### src/rtl/cpu_core_mc.sv
// cpu_core_mc: multi-cycle 16-bit-instruction CPU core.
// Each instruction steps through five one-hot phases (IF, ID, AL, EX, WB) on a
// single clock. iRUN stalls all state, HLT parks the core until reset, and a
// combinational debug port reads back the register file.
module cpu_core_mc #(
  parameter int DATA_W = 8,
  parameter int PC_W   = 8,
  parameter int NREG   = 4
) (
  input  logic              iCLK,
  input  logic              iRST,
  input  logic              iRUN,
  output logic [PC_W-1:0]   oIMEM_ADDR,
  input  logic [15:0]       iIMEM_DATA,
  input  logic [1:0]        iDBG_IDX,
  output logic [DATA_W-1:0] oDBG_VAL,
  output logic [4:0]        oPHASE,
  output logic [PC_W-1:0]   oPC,
  output logic              oZ,
  output logic              oC,
  output logic              oRETIRE,
  output logic              oHALTED
);

  typedef enum logic [4:0] {
    PH_IF = 5'b00001,
    PH_ID = 5'b00010,
    PH_AL = 5'b00100,
    PH_EX = 5'b01000,
    PH_WB = 5'b10000
  } phase_t;

  phase_t            phase_reg, phase_next;
  logic              retire_next;
  logic [15:0]       ir_reg;
  logic [PC_W-1:0]   pc_reg;
  logic [DATA_W-1:0] regs_reg [NREG];
  logic [DATA_W-1:0] a_reg, b_reg, res_reg;
  logic              z_reg, c_reg, nz_reg, nc_reg;
  logic              wr_reg, taken_reg, halted_reg;

  // Instruction fields, decoded straight from IR.
  logic [3:0] op;
  logic [1:0] dst, src1, src2;
  logic [7:0] imm;
  assign op   = ir_reg[15:12];
  assign dst  = ir_reg[11:10];
  assign src1 = ir_reg[9:8];
  assign src2 = ir_reg[1:0];
  assign imm  = ir_reg[7:0];

  // A halted core ignores iRUN entirely; only reset brings it back.
  logic advance;
  assign advance = iRUN && !halted_reg;

  // Per-register write strobes for the WB commit.
  logic [NREG-1:0] wr_sel;
  for (genvar gi = 0; gi < NREG; gi++) begin : g_wsel
    assign wr_sel[gi] = wr_reg && (dst == 2'(gi));
  end

  // Phase state register.
  always_ff @(posedge iCLK) begin
    if (iRST) phase_reg <= PH_IF;
    else      phase_reg <= phase_next;
  end

  // Next phase; the retire strobe is asserted during a WB cycle that advances.
  always_comb begin
    phase_next  = phase_reg;
    retire_next = 1'b0;
    if (advance) begin
      case (phase_reg)
        PH_IF: phase_next = PH_ID;
        PH_ID: phase_next = PH_AL;
        PH_AL: phase_next = PH_EX;
        PH_EX: phase_next = PH_WB;
        PH_WB: begin
          phase_next  = PH_IF;
          retire_next = 1'b1;
        end
        default: phase_next = PH_IF;
      endcase
    end
  end

  // ALU over the operands latched at AL. Carry is a borrow for subtraction.
  logic [DATA_W:0]   sum_w, diff_w;
  logic [DATA_W-1:0] alu_res;
  logic              alu_c, alu_wr, br_taken;
  assign sum_w  = {1'b0, a_reg} + {1'b0, b_reg};
  assign diff_w = {1'b0, a_reg} - {1'b0, b_reg};

  // Result, carry, write-enable and branch decision for the EX phase.
  always_comb begin
    alu_res  = '0;
    alu_c    = 1'b0;
    alu_wr   = 1'b1;
    br_taken = 1'b0;
    case (op)
      4'h1, 4'h7: {alu_c, alu_res} = sum_w;
      4'h2, 4'h8: {alu_c, alu_res} = diff_w;
      4'h3:       alu_res = a_reg & b_reg;
      4'h4:       alu_res = a_reg | b_reg;
      4'h5:       alu_res = a_reg ^ b_reg;
      4'h6, 4'h9: alu_res = b_reg;
      4'hA:       {alu_c, alu_res} = {a_reg, 1'b0};
      4'hB:       {alu_res, alu_c} = {1'b0, a_reg};
      default: begin
        alu_wr   = 1'b0;
        br_taken = (op == 4'hC) || (op == 4'hD && z_reg) || (op == 4'hE && !z_reg);
      end
    endcase
  end

  // Datapath: fetch, operand latch, execute latch and write-back commit.
  always_ff @(posedge iCLK) begin
    if (iRST) begin
      ir_reg     <= '0;
      pc_reg     <= '0;
      a_reg      <= '0;
      b_reg      <= '0;
      res_reg    <= '0;
      z_reg      <= 1'b0;
      c_reg      <= 1'b0;
      nz_reg     <= 1'b0;
      nc_reg     <= 1'b0;
      wr_reg     <= 1'b0;
      taken_reg  <= 1'b0;
      halted_reg <= 1'b0;
      for (int i = 0; i < NREG; i++) regs_reg[i] <= '0;
    end else if (advance) begin
      case (phase_reg)
        PH_IF: ir_reg <= iIMEM_DATA;
        PH_AL: begin
          a_reg <= regs_reg[src1];
          b_reg <= (op == 4'h7 || op == 4'h8 || op == 4'h9) ? DATA_W'(imm) : regs_reg[src2];
        end
        PH_EX: begin
          res_reg   <= alu_res;
          nz_reg    <= (alu_res == '0);
          nc_reg    <= alu_c;
          wr_reg    <= alu_wr;
          taken_reg <= br_taken;
        end
        PH_WB: begin
          for (int i = 0; i < NREG; i++) begin
            if (wr_sel[i]) regs_reg[i] <= res_reg;
          end
          if (wr_reg) begin
            z_reg <= nz_reg;
            c_reg <= nc_reg;
          end
          if (op == 4'hF)     halted_reg <= 1'b1;
          else if (taken_reg) pc_reg     <= imm[PC_W-1:0];
          else                pc_reg     <= pc_reg + 1'b1;
        end
        default: ;
      endcase
    end
  end

  assign oIMEM_ADDR = pc_reg;
  assign oPC        = pc_reg;
  assign oPHASE     = phase_reg;
  assign oZ         = z_reg;
  assign oC         = c_reg;
  assign oHALTED    = halted_reg;
  assign oRETIRE    = retire_next && !iRST;
  assign oDBG_VAL   = regs_reg[iDBG_IDX];

endmodule

### config.mk
export PLATFORM = sky130hd
export DESIGN_NAME = cpu_core_mc
export DESIGN_NICKNAME = d
export VERILOG_FILES = /design/src/rtl/cpu_core_mc.sv
export SDC_FILE = /design/constraint.sdc
export NUM_CORES = 1
export LEC_CHECK = 0
export BUFFER_PORTS_ARGS = -buffer_cell sky130_fd_sc_hd__clkbuf_2
export CAP_MARGIN = 40
export CORE_UTILIZATION = 35
export DETAILED_ROUTE_END_ITERATION = 8
export GPL_ROUTABILITY_DRIVEN = 0
export PLACE_DENSITY = 0.56
export SETUP_SLACK_MARGIN = 0.5
export SYNTH_ARGS = -nofsm -noshare
export SYNTH_HDL_FRONTEND = slang
export SYNTH_SLANG_ARGS = --single-unit
### constraint.sdc
create_clock -name iCLK -period 5.6 [get_ports iCLK]
set_input_delay 0.84 -clock iCLK [delete_from_list [all_inputs] [get_ports iCLK]]
set_output_delay 0.84 -clock iCLK [all_outputs]
set_load 0.05 [all_outputs]
== Yosys cells after proc, flatten, opt, wreduce, memory -nomap -nowiden ==
Memory sizes are Yosys's and may differ from the RTL's. A register that Yosys moved wholly into a read port is not among the register bits.
Cells that the tools add are included.

* Bitwise operators: 8
* Reductions and logical operators: 27
* Multiplexer cells: 37
* $add $sub $neg: 3
* Equality and inequality tests: 23

{| class="wikitable"
|+ Operators with widths
! operator !! number
|-
| 8-bit case mux with 8 select lines || 1
|-
| 8-bit two-way mux || 6
|-
| 4-bit == test (second input constant) || 8
|-
| 1-bit two-way mux || 26
|-
| 5-bit case mux with 4 select lines || 1
|-
| 4-bit by 3-bit == test with 1-bit output (second input constant) || 4
|-
| 11-bit OR reduction || 1
|-
| 8-bit by 8-bit adder with 9-bit output || 1
|-
| 3-bit AND reduction || 3
|-
| 8-bit by 8-bit subtractor with 9-bit output || 1
|-
| 8-bit by 1-bit adder with 8-bit output (second input constant) || 1
|-
| 8-bit AND || 1
|-
| 4-bit by 2-bit == test with 1-bit output (second input constant) || 2
|-
| 1-bit logical AND || 8
|-
| 8-bit logical NOT || 1
|-
| 8-bit bitwise OR || 1
|-
| 8-bit bitwise XOR || 1
|-
| 2-bit AND reduction || 3
|-
| 2-bit OR reduction || 3
|-
| 5-bit by 1-bit == test with 1-bit output (second input constant) || 1
|-
| 5-bit by 2-bit == test with 1-bit output (second input constant) || 1
|-
| 5-bit by 3-bit == test with 1-bit output (second input constant) || 1
|-
| 5-bit by 4-bit == test with 1-bit output (second input constant) || 1
|-
| 5-bit == test (second input constant) || 1
|-
| other kinds (10) || 20
|}

* RAM bits: 32
* Memories: 1
* Register bits after elaboration: 52
* Logic and storage cells: 111
* Input bits: 21

{| class="wikitable"
|+ Memories
! name !! depth !! bits a word !! rd ports !! clocked after memory_dff !! wr ports !! RTL line !! source
|-
| regs_reg || 4 || 8 || 3 || 2 || 4 || 37 || <nowiki>logic [DATA_W-1:0] regs_reg [NREG];</nowiki>
|}

== Logic depth before layout (Yosys ltp) ==
Gate-level depths: netlist of the first run.

* Word-level depth: 8
* Gate-level depth with buffers: 11
* Depth with buffers taken out: 11

== Least setup slack after synthesis of the first run ==
No wires, ideal clock.

* Path kind: input port to output port
* Start: input iRUN
* End: output oRETIRE
* Stages on the path: 3
* Required time: 4760 ps
* Data arrival time: 2512 ps
* Path buffers: 0
* Path slack: 2248 ps
* Cell sequence: or4b_4 > nor4b_4 > nor2b_1

* Longest elaborated chain between the ends: 3

{| class="wikitable"
|+ RTL lines
! element !! RTL line !! source
|-
| from (decl) || 12 || <nowiki>input logic iRUN,</nowiki>
|-
| 1-bit logical AND || 54 || <nowiki>assign advance = iRUN && !halted_reg;</nowiki>
|-
| 1-bit two-way mux || 72 || <nowiki>if (advance) begin</nowiki>
|-
| 1-bit logical AND || 169 || <nowiki>assign oRETIRE = retire_next && !iRST;</nowiki>
|-
| to (decl) || 21 || <nowiki>output logic oRETIRE,</nowiki>
|}

Every way passes these cells.

== Worst setup path after layout of the first run ==
Same ends and word-level chain as after synthesis.

==> results of run 1 <==
power by group through the flow:
stage	clock network [mW]	logic [mW]	registers (mW)
6_report	0.630	0.166	0.755
5_1_grt	0.680	0.180	0.758
4_1_cts	0.646	0.167	0.755
3_5_place_dp	0	0.167	0.770
3_3_place_gp	0	0.159	0.773
2_1_floorplan	0	0.134	0.752
placed cells by master, fill, tap and decap left out, types with 9 or more instances in the layout:
cell / n
nand2_1: 56
and2_1: 35
nor2b_1: 9
edfxtp_1: 32
a21oi_1: 60
ha_1: 26
mux4_2: 24
clkbuf_16: 11
mux2i_1: 17
clkbuf_2: 53
a211oi_1: 16
o21ai_0: 15
nand2b_1: 9
inv_1: 24
nor2_1: 74
nor3_1: 13
dfxtp_1: 62
per-layer routing:
metal  track usage (%)  vias to the layer above  part of all wire (%)
met4              5.42                        0                   1.3
met3              3.86                       15                   4.5
li1                  -                     2305                     -
met1              25.2                     2345                    46
met2              29.3                      134                    48
met5                 0                        -                     0
how the worst min path moves through the flow:
stage               cells past startpoint      start  slack, ns   endpoint
floorplan                               1     nc_reg       0.44     nc_reg
global placement                        2  ir_reg[6]       0.47  ir_reg[6]
detailed placement                      2  ir_reg[6]       0.47  ir_reg[6]
CTS                                     2  ir_reg[6]       0.48  ir_reg[6]
global route                            2  ir_reg[6]       0.51  ir_reg[6]
finish                                  2  ir_reg[6]       0.48  ir_reg[6]
cell families after synthesis:
group	synth area share, %
XOR/XNOR	1.35
AO/OA/AOI/OAI	16.0
adder cells (fa/ha/maj)	6.25
multiplexers	13.1
flip-flops	37.7
buffers and inverters	5.55
AND/OR/NAND/NOR	20.0
synth_stat cells (3+ instances only):
cell type / n
nor2b_1: 9
a21o_1: 5
a32o_1: 3
o21ai_0: 15
buf_2: 7
a221o_1: 4
buf_4: 8
xor2_1: 3
buf_1: 9
mux2i_1: 17
mux4_2: 24
a222oi_1: 4
inv_1: 24
and3_1: 6
o21bai_1: 5
o22ai_1: 5
a21oi_1: 60
edfxtp_1: 32
clkbuf_1: 28
ha_1: 26
a22oi_1: 7
xnor2_1: 6
nand2_1: 56
a211oi_1: 16
nor2_1: 74
o221ai_1: 3
nor3_1: 13
dfxtp_1: 62
mux2_2: 5
and2_1: 35
nand2b_1: 9
nand3_1: 8
stage by stage:
stage	hold slack [ns]	setup slack (ns)	area, sq um	power [mW]	cells
global placement	0.471	2.26	6170	0.932	851
CTS	0.482	2.30	6500	1.57	868
global route	0.505	2.21	6500	1.62	868
detailed placement	0.472	2.24	6190	0.937	852
finish	0.479	2.31	6500	1.55	868
floorplan	0.443	2.25	5840	0.885	631
cell type report:
class	instances	area, sq um
Tap cell	216	270
Clock buffer	11	275
Sequential cell	94	2200
Timing Repair Buffer	57	303
Multi-Input combinational cell	461	3320
Fill cell	1636	9610
Clock inverter	5	36.3
Inverter	24	90.1
worst max-delay path, cell delays in order:
cell and delay, ns:
clkbuf_2 0.08, or4b_4 0.49, nor4b_4 0.54, nor2b_1 0.20
clkbuf_2 0.29
==> key figures, run 1 <==
Outcome
  • Outcome: finished clean

Setup path
  • R2r setup slk: 2.48 ns
  • Worst setup SP type: input port
  • Critical path type: in -> out
  • Reg2reg end: nz_reg
  • R2R depth: 7
  • CP Launch Point: iRUN
  • Crit end category: output port
  • Worst setup path end: oRETIRE
  • Crit path max fanout: 9
  • Worst R2R Start: ir_reg[15]
  • Critical path arrival: 2.45 ns
  • Worst Path Required: 4.76 ns

STA
  • Setup Total Neg Slack: 0 ns
  • Least-Margin Pin Slew: 0.816 ns
  • Final Hold Vio Count: 0
  • Slew HR: 44.2%
  • Unrepaired setup endpoints after global routing: no
  • Setup Skew: 0.00971 ns
  • Final-report setup violation count: 0
  • Minimum clock period: 3.29 ns
  • Max Clock Freq: 304 MHz
  • Post-route clock period utilization: 58.8%
  • Pins over their slew limit: 0

Clock network
  • Post-CTS Setup Repair Bufs: 0
  • H-tree depth: 3
  • Cts repair resizes: 0
  • CTS Buffer Depth: 2
  • CTS tree: built
  • Worst-path clk slew: 0.07 ns
  • Insertion delay to the later sink of the worst-skew pair: 0.35 ns
  • CTS root buf: clkbuf_16
  • CTS Sinks: 94
  • Cts bufs inserted: 9
  • CTS Hold Bufs: 0

Drt
  • First-pass iteration count of the detailed router: 9
  • Remaining DRCs: 0
  • Initial drt markers: 405
  • DR WL/cell: 17.8 um
  • Antenna-violating nets left: 0
  • DR vias/cell: 5.53
  • Routed WL: 15.5 mm
  • Vias: 4,799

Synthesis
  • Synth cell types: 63
  • Register area share after synthesis: 37.7%
  • Syn_area_per_cell: 9.26 sq um
  • Number of synthesized flops with an enable pin: 32
  • Synth Cell Area: 5840 sq um
  • Post-synth top area share: 21.2%
  • Leading area contributor after synthesis: dfxtp_1
  • Syn Nets: 680
  • Flops & latches, synth: 94
  • Async S/R FF share, synth: 0%
  • Synth Warn #: 0
  • Syn Inst Count: 631
  • Main synth FF type: dfxtp_1
  • Area contributors post-synth: dfxtp_1 21%, edfxtp_1 16%, mux4_2 9.3%

Floorplanning
  • I/O pin count: 54
  • Die footprint: 17,200 sq um
  • Row count: 46
  • Initial core utilization: 36.3%
  • Core area: 16,100 sq um
  • Die height: 131 um
  • Chip Width: 131 um

Power and ir drop
  • Clock power frac: 40.6%
  • Int Power: 1.14 mW
  • Flop pwr share: 48.6%
  • Pwr Density: 239 nW/um^2
  • Comb power frac: 10.7%
  • Sw frac: 26.3%
  • Max VDD drop: 189 uV
  • Psw: 0.409 mW
  • Leakage Power: 2.40 nW

Finish
  • Max reg flops: 32
  • Post-layout util: 40.3%
  • Share of layout cells above drive strength 1: 17.0%
  • P&R area growth vs syn: 11.3%
  • N_diodes: 0
  • # nets final: 696

Global routing
  • Number of global-route vias before repair: 4,528
  • First-pass GRT wire length: 25.0 mm
  • Largest net degree at the start of global routing: 44
  • Initial antenna violation count: 0
  • Gr usage total: 18.5%
  • GR Overflow Total: 0

Placed design
  • Port Buf Inserts: 53
  • Final HPWL DP: 11.5 mm

Worst hold path
  • HP Class: reg -> reg

Run
  • Maxcap violations: 0
No activity file was read; power rests on OpenSTA's default activity.
==> run 2, diff against run 1 <==
Settings changed: PLACE_DENSITY 0.56 to 0.58.
Clock period 5.6 ns to 2.86 ns, I/O delays scaled along.
==> key figures, run 2 (same netlist as run 1, synthesis figures left out) <==
Finish
  • Share of layout cells above drive strength 1: 26.3% (was 17.0%)
  • N_diodes: 0 (unchanged)
  • Leading cell type in the layout, fill and taps excluded: nor2_1 (unchanged)
  • Max reg flops: 32 (unchanged)
  • Commonest cells after routing, fill and taps aside: 73 x nor2_1, 58 x a21oi_1, 56 x nand2_1 (was 74 x nor2_1, 62 x dfxtp_1, 60 x a21oi_1)
  • Non-Filler Instances: 894 (was 868)
  • # nets final: 722 (was 696)
  • P&R area growth vs syn: 18.6% (was 11.3%)
  • Final instance area: 6930 sq um (was 6500 sq um)
  • Post-layout util: 43.0% (was 40.3%)

Global routing
  • Gr usage total: 19.0% (was 18.5%)
  • Initial antenna violation count: 0 (unchanged)
  • Largest net degree at the start of global routing: 32 (was 44)
  • GR Overflow Total: 0 (unchanged)
  • First-pass GRT wire length: 25.4 mm (was 25.0 mm)
  • Number of global-route vias before repair: 4,669 (was 4,528)

Setup path
  • Worst setup path end: nz_reg (was oRETIRE)
  • R2r setup slk: 0.48 ns (was 2.48 ns)
  • Crit path max fanout: 3 (was 9)
  • Worst R2R Start: a_reg[0] (was ir_reg[15])
  • Worst setup SP type: flip-flop (was input port)
  • Crit end category: flip-flop (was output port)
  • R2R depth: 12 (was 7)
  • Critical path arrival: 2.68 ns (was 2.45 ns)
  • Worst Path Required: 3.16 ns (was 4.76 ns)
  • CP Launch Point: a_reg[0] (was iRUN)
  • Reg2reg end: nz_reg (unchanged)
  • Critical path type: reg -> reg (was in -> out)

STA
  • Unrepaired setup endpoints after global routing: yes (was no)
  • Setup Total Neg Slack: 0 ns (unchanged)
  • Fin Hold WS: 0.294 ns (was 0.479 ns)
  • Slew HR: 53.1% (was 44.2%)
  • Least-Margin Pin Slew: 0.701 ns (was 0.816 ns)
  • Final WS setup: 0.483 ns (was 2.31 ns)
  • Final Hold Vio Count: 0 (unchanged)
  • Max Clock Freq: 421 MHz
  • Pins over their slew limit: 0 (unchanged)
  • Final-report setup violation count: 0 (unchanged)
  • Setup Skew: 0.0136 ns (was 0.00971 ns)
  • Post-route clock period utilization: 83.1%
  • Minimum clock period: 2.38 ns

Clock network
  • Insertion delay to the later sink of the worst-skew pair: 0.36 ns (was 0.35 ns)
  • H-tree depth: 3 (unchanged)
  • CTS root buf: clkbuf_16 (unchanged)
  • CTS tree: built (unchanged)
  • Cts bufs inserted: 9 (unchanged)
  • CTS Sinks: 94 (unchanged)
  • CTS Hold Bufs: 0 (unchanged)
  • Worst-path clk slew: 0.07 ns (about the same)
  • CTS Buffer Depth: 2 (unchanged)

Floorplanning
  • Core area: 16,100 sq um (unchanged)
  • Die footprint: 17,200 sq um (unchanged)
  • I/O pin count: 54 (unchanged)
  • Initial core utilization: 36.3% (unchanged)
  • Die height: 131 um (unchanged)
  • Chip Width: 131 um (unchanged)
  • Row count: 46 (unchanged)

Drt
  • Antenna-violating nets left: 0 (unchanged)
  • Routed WL: 16.3 mm (was 15.5 mm)
  • Remaining DRCs: 0 (unchanged)
  • Vias: 4,913 (was 4,799)
  • DR vias/cell: 5.50 (was 5.53)
  • DR WL/cell: 18.2 um (was 17.8 um)
  • Initial drt markers: 366 (was 405)
  • First-pass iteration count of the detailed router: 7 (was 9)

Power and ir drop
  • Pwr Density: 439 nW/um^2 (was 239 nW/um^2)
  • Int Power: 2.21 mW (was 1.14 mW)
  • Tot Pwr: 3.04 mW (was 1.55 mW)
  • Clock power frac: 39.7% (was 40.6%)
  • Leakage Power: 2.57 nW (was 2.40 nW)
  • Comb power frac: 11.9% (was 10.7%)
  • Max VDD drop: 342 uV (was 189 uV)
  • Sw frac: 27.4% (was 26.3%)
  • Flop pwr share: 48.4% (was 48.6%)
  • Psw: 0.833 mW (was 0.409 mW)

Placed design
  • Post-DP Area: 6290 sq um (was 6190 sq um)
  • Dpl ws: 0.185 ns (was 2.24 ns)
  • Port Buf Inserts: 53 (unchanged)
  • Placed cells: 862 (was 852)
  • Final HPWL DP: 11.8 mm (was 11.5 mm)

Worst hold path
  • HP Class: in -> reg (was reg -> reg)
  • Hold path start: iIMEM_DATA[7] (was ir_reg[6])

Outcome
  • Outcome: finished clean (unchanged)

Run
  • Maxcap violations: 0 (unchanged)
## run 2: cell types whose count changed in the layout (fill, tap and decap cells not counted), moves of 3 or more
cell,change
o21bai_1,-3
ha_1,-6
dfxtp_1,-14
buf_4,+25
dfxtp_2,+12
ha_4,+4
## run 2: final cells by class
type	count	area, sq um
Clock buffer	11	254
Clock inverter	5	40.0
Fill cell	1618	9190
Inverter	24	90.1
Multi-Input combinational cell	461	3530
Sequential cell	94	2220
Tap cell	216	270
Timing Repair Buffer	83	517
## run 2: metal layers
metal  GRT usage, %  vias up  part of all wire, %
met4           6.21        0                  1.8
met3           3.20       30                  5.4
met2           31.6      155                   49
met5              0        -                    0
met1           24.8     2380                   44
li1               -     2348                    -
## run 2: worst min path at each step
stage | endpoint | slack (ns) | depth (start not counted)
4_1_cts | ir_reg[13] | 0.29 | 3
6_report | ir_reg[7] | 0.29 | 3
3_5_place_dp | nc_reg | 0.47 | 1
3_3_place_gp | nc_reg | 0.47 | 1
5_1_grt | ir_reg[12] | 0.29 | 3
2_1_floorplan | nc_reg | 0.44 | 1
## run 2: power groups by stage
stage | sequential, mW | clock (mW) | combinational [mW]
finish | 1.47 | 1.21 | 0.361
global route | 1.48 | 1.29 | 0.387
CTS | 1.48 | 1.23 | 0.350
detailed placement | 1.51 | 0 | 0.338
global placement | 1.50 | 0 | 0.336
floorplan | 1.47 | 0 | 0.264
## run 2: what timing repair did
action	CTS	global route
endpoints found under the setup margin	57	40
pin swaps	6	12
resized for setup	27	27
buffers inserted	10	6
## run 2: critical path, cell delays in order (launching register included)
cell and delay [ns]:
dfxtp_2 0.35, inv_2 0.09, ha_4 0.14, inv_2 0.04
fa_2 0.36, nor2b_4 0.14, buf_4 0.13, nor2_1 0.08
o21bai_1 0.09, xnor2_1 0.13, a221o_1 0.35, nor4_2 0.26
a32o_1 0.18
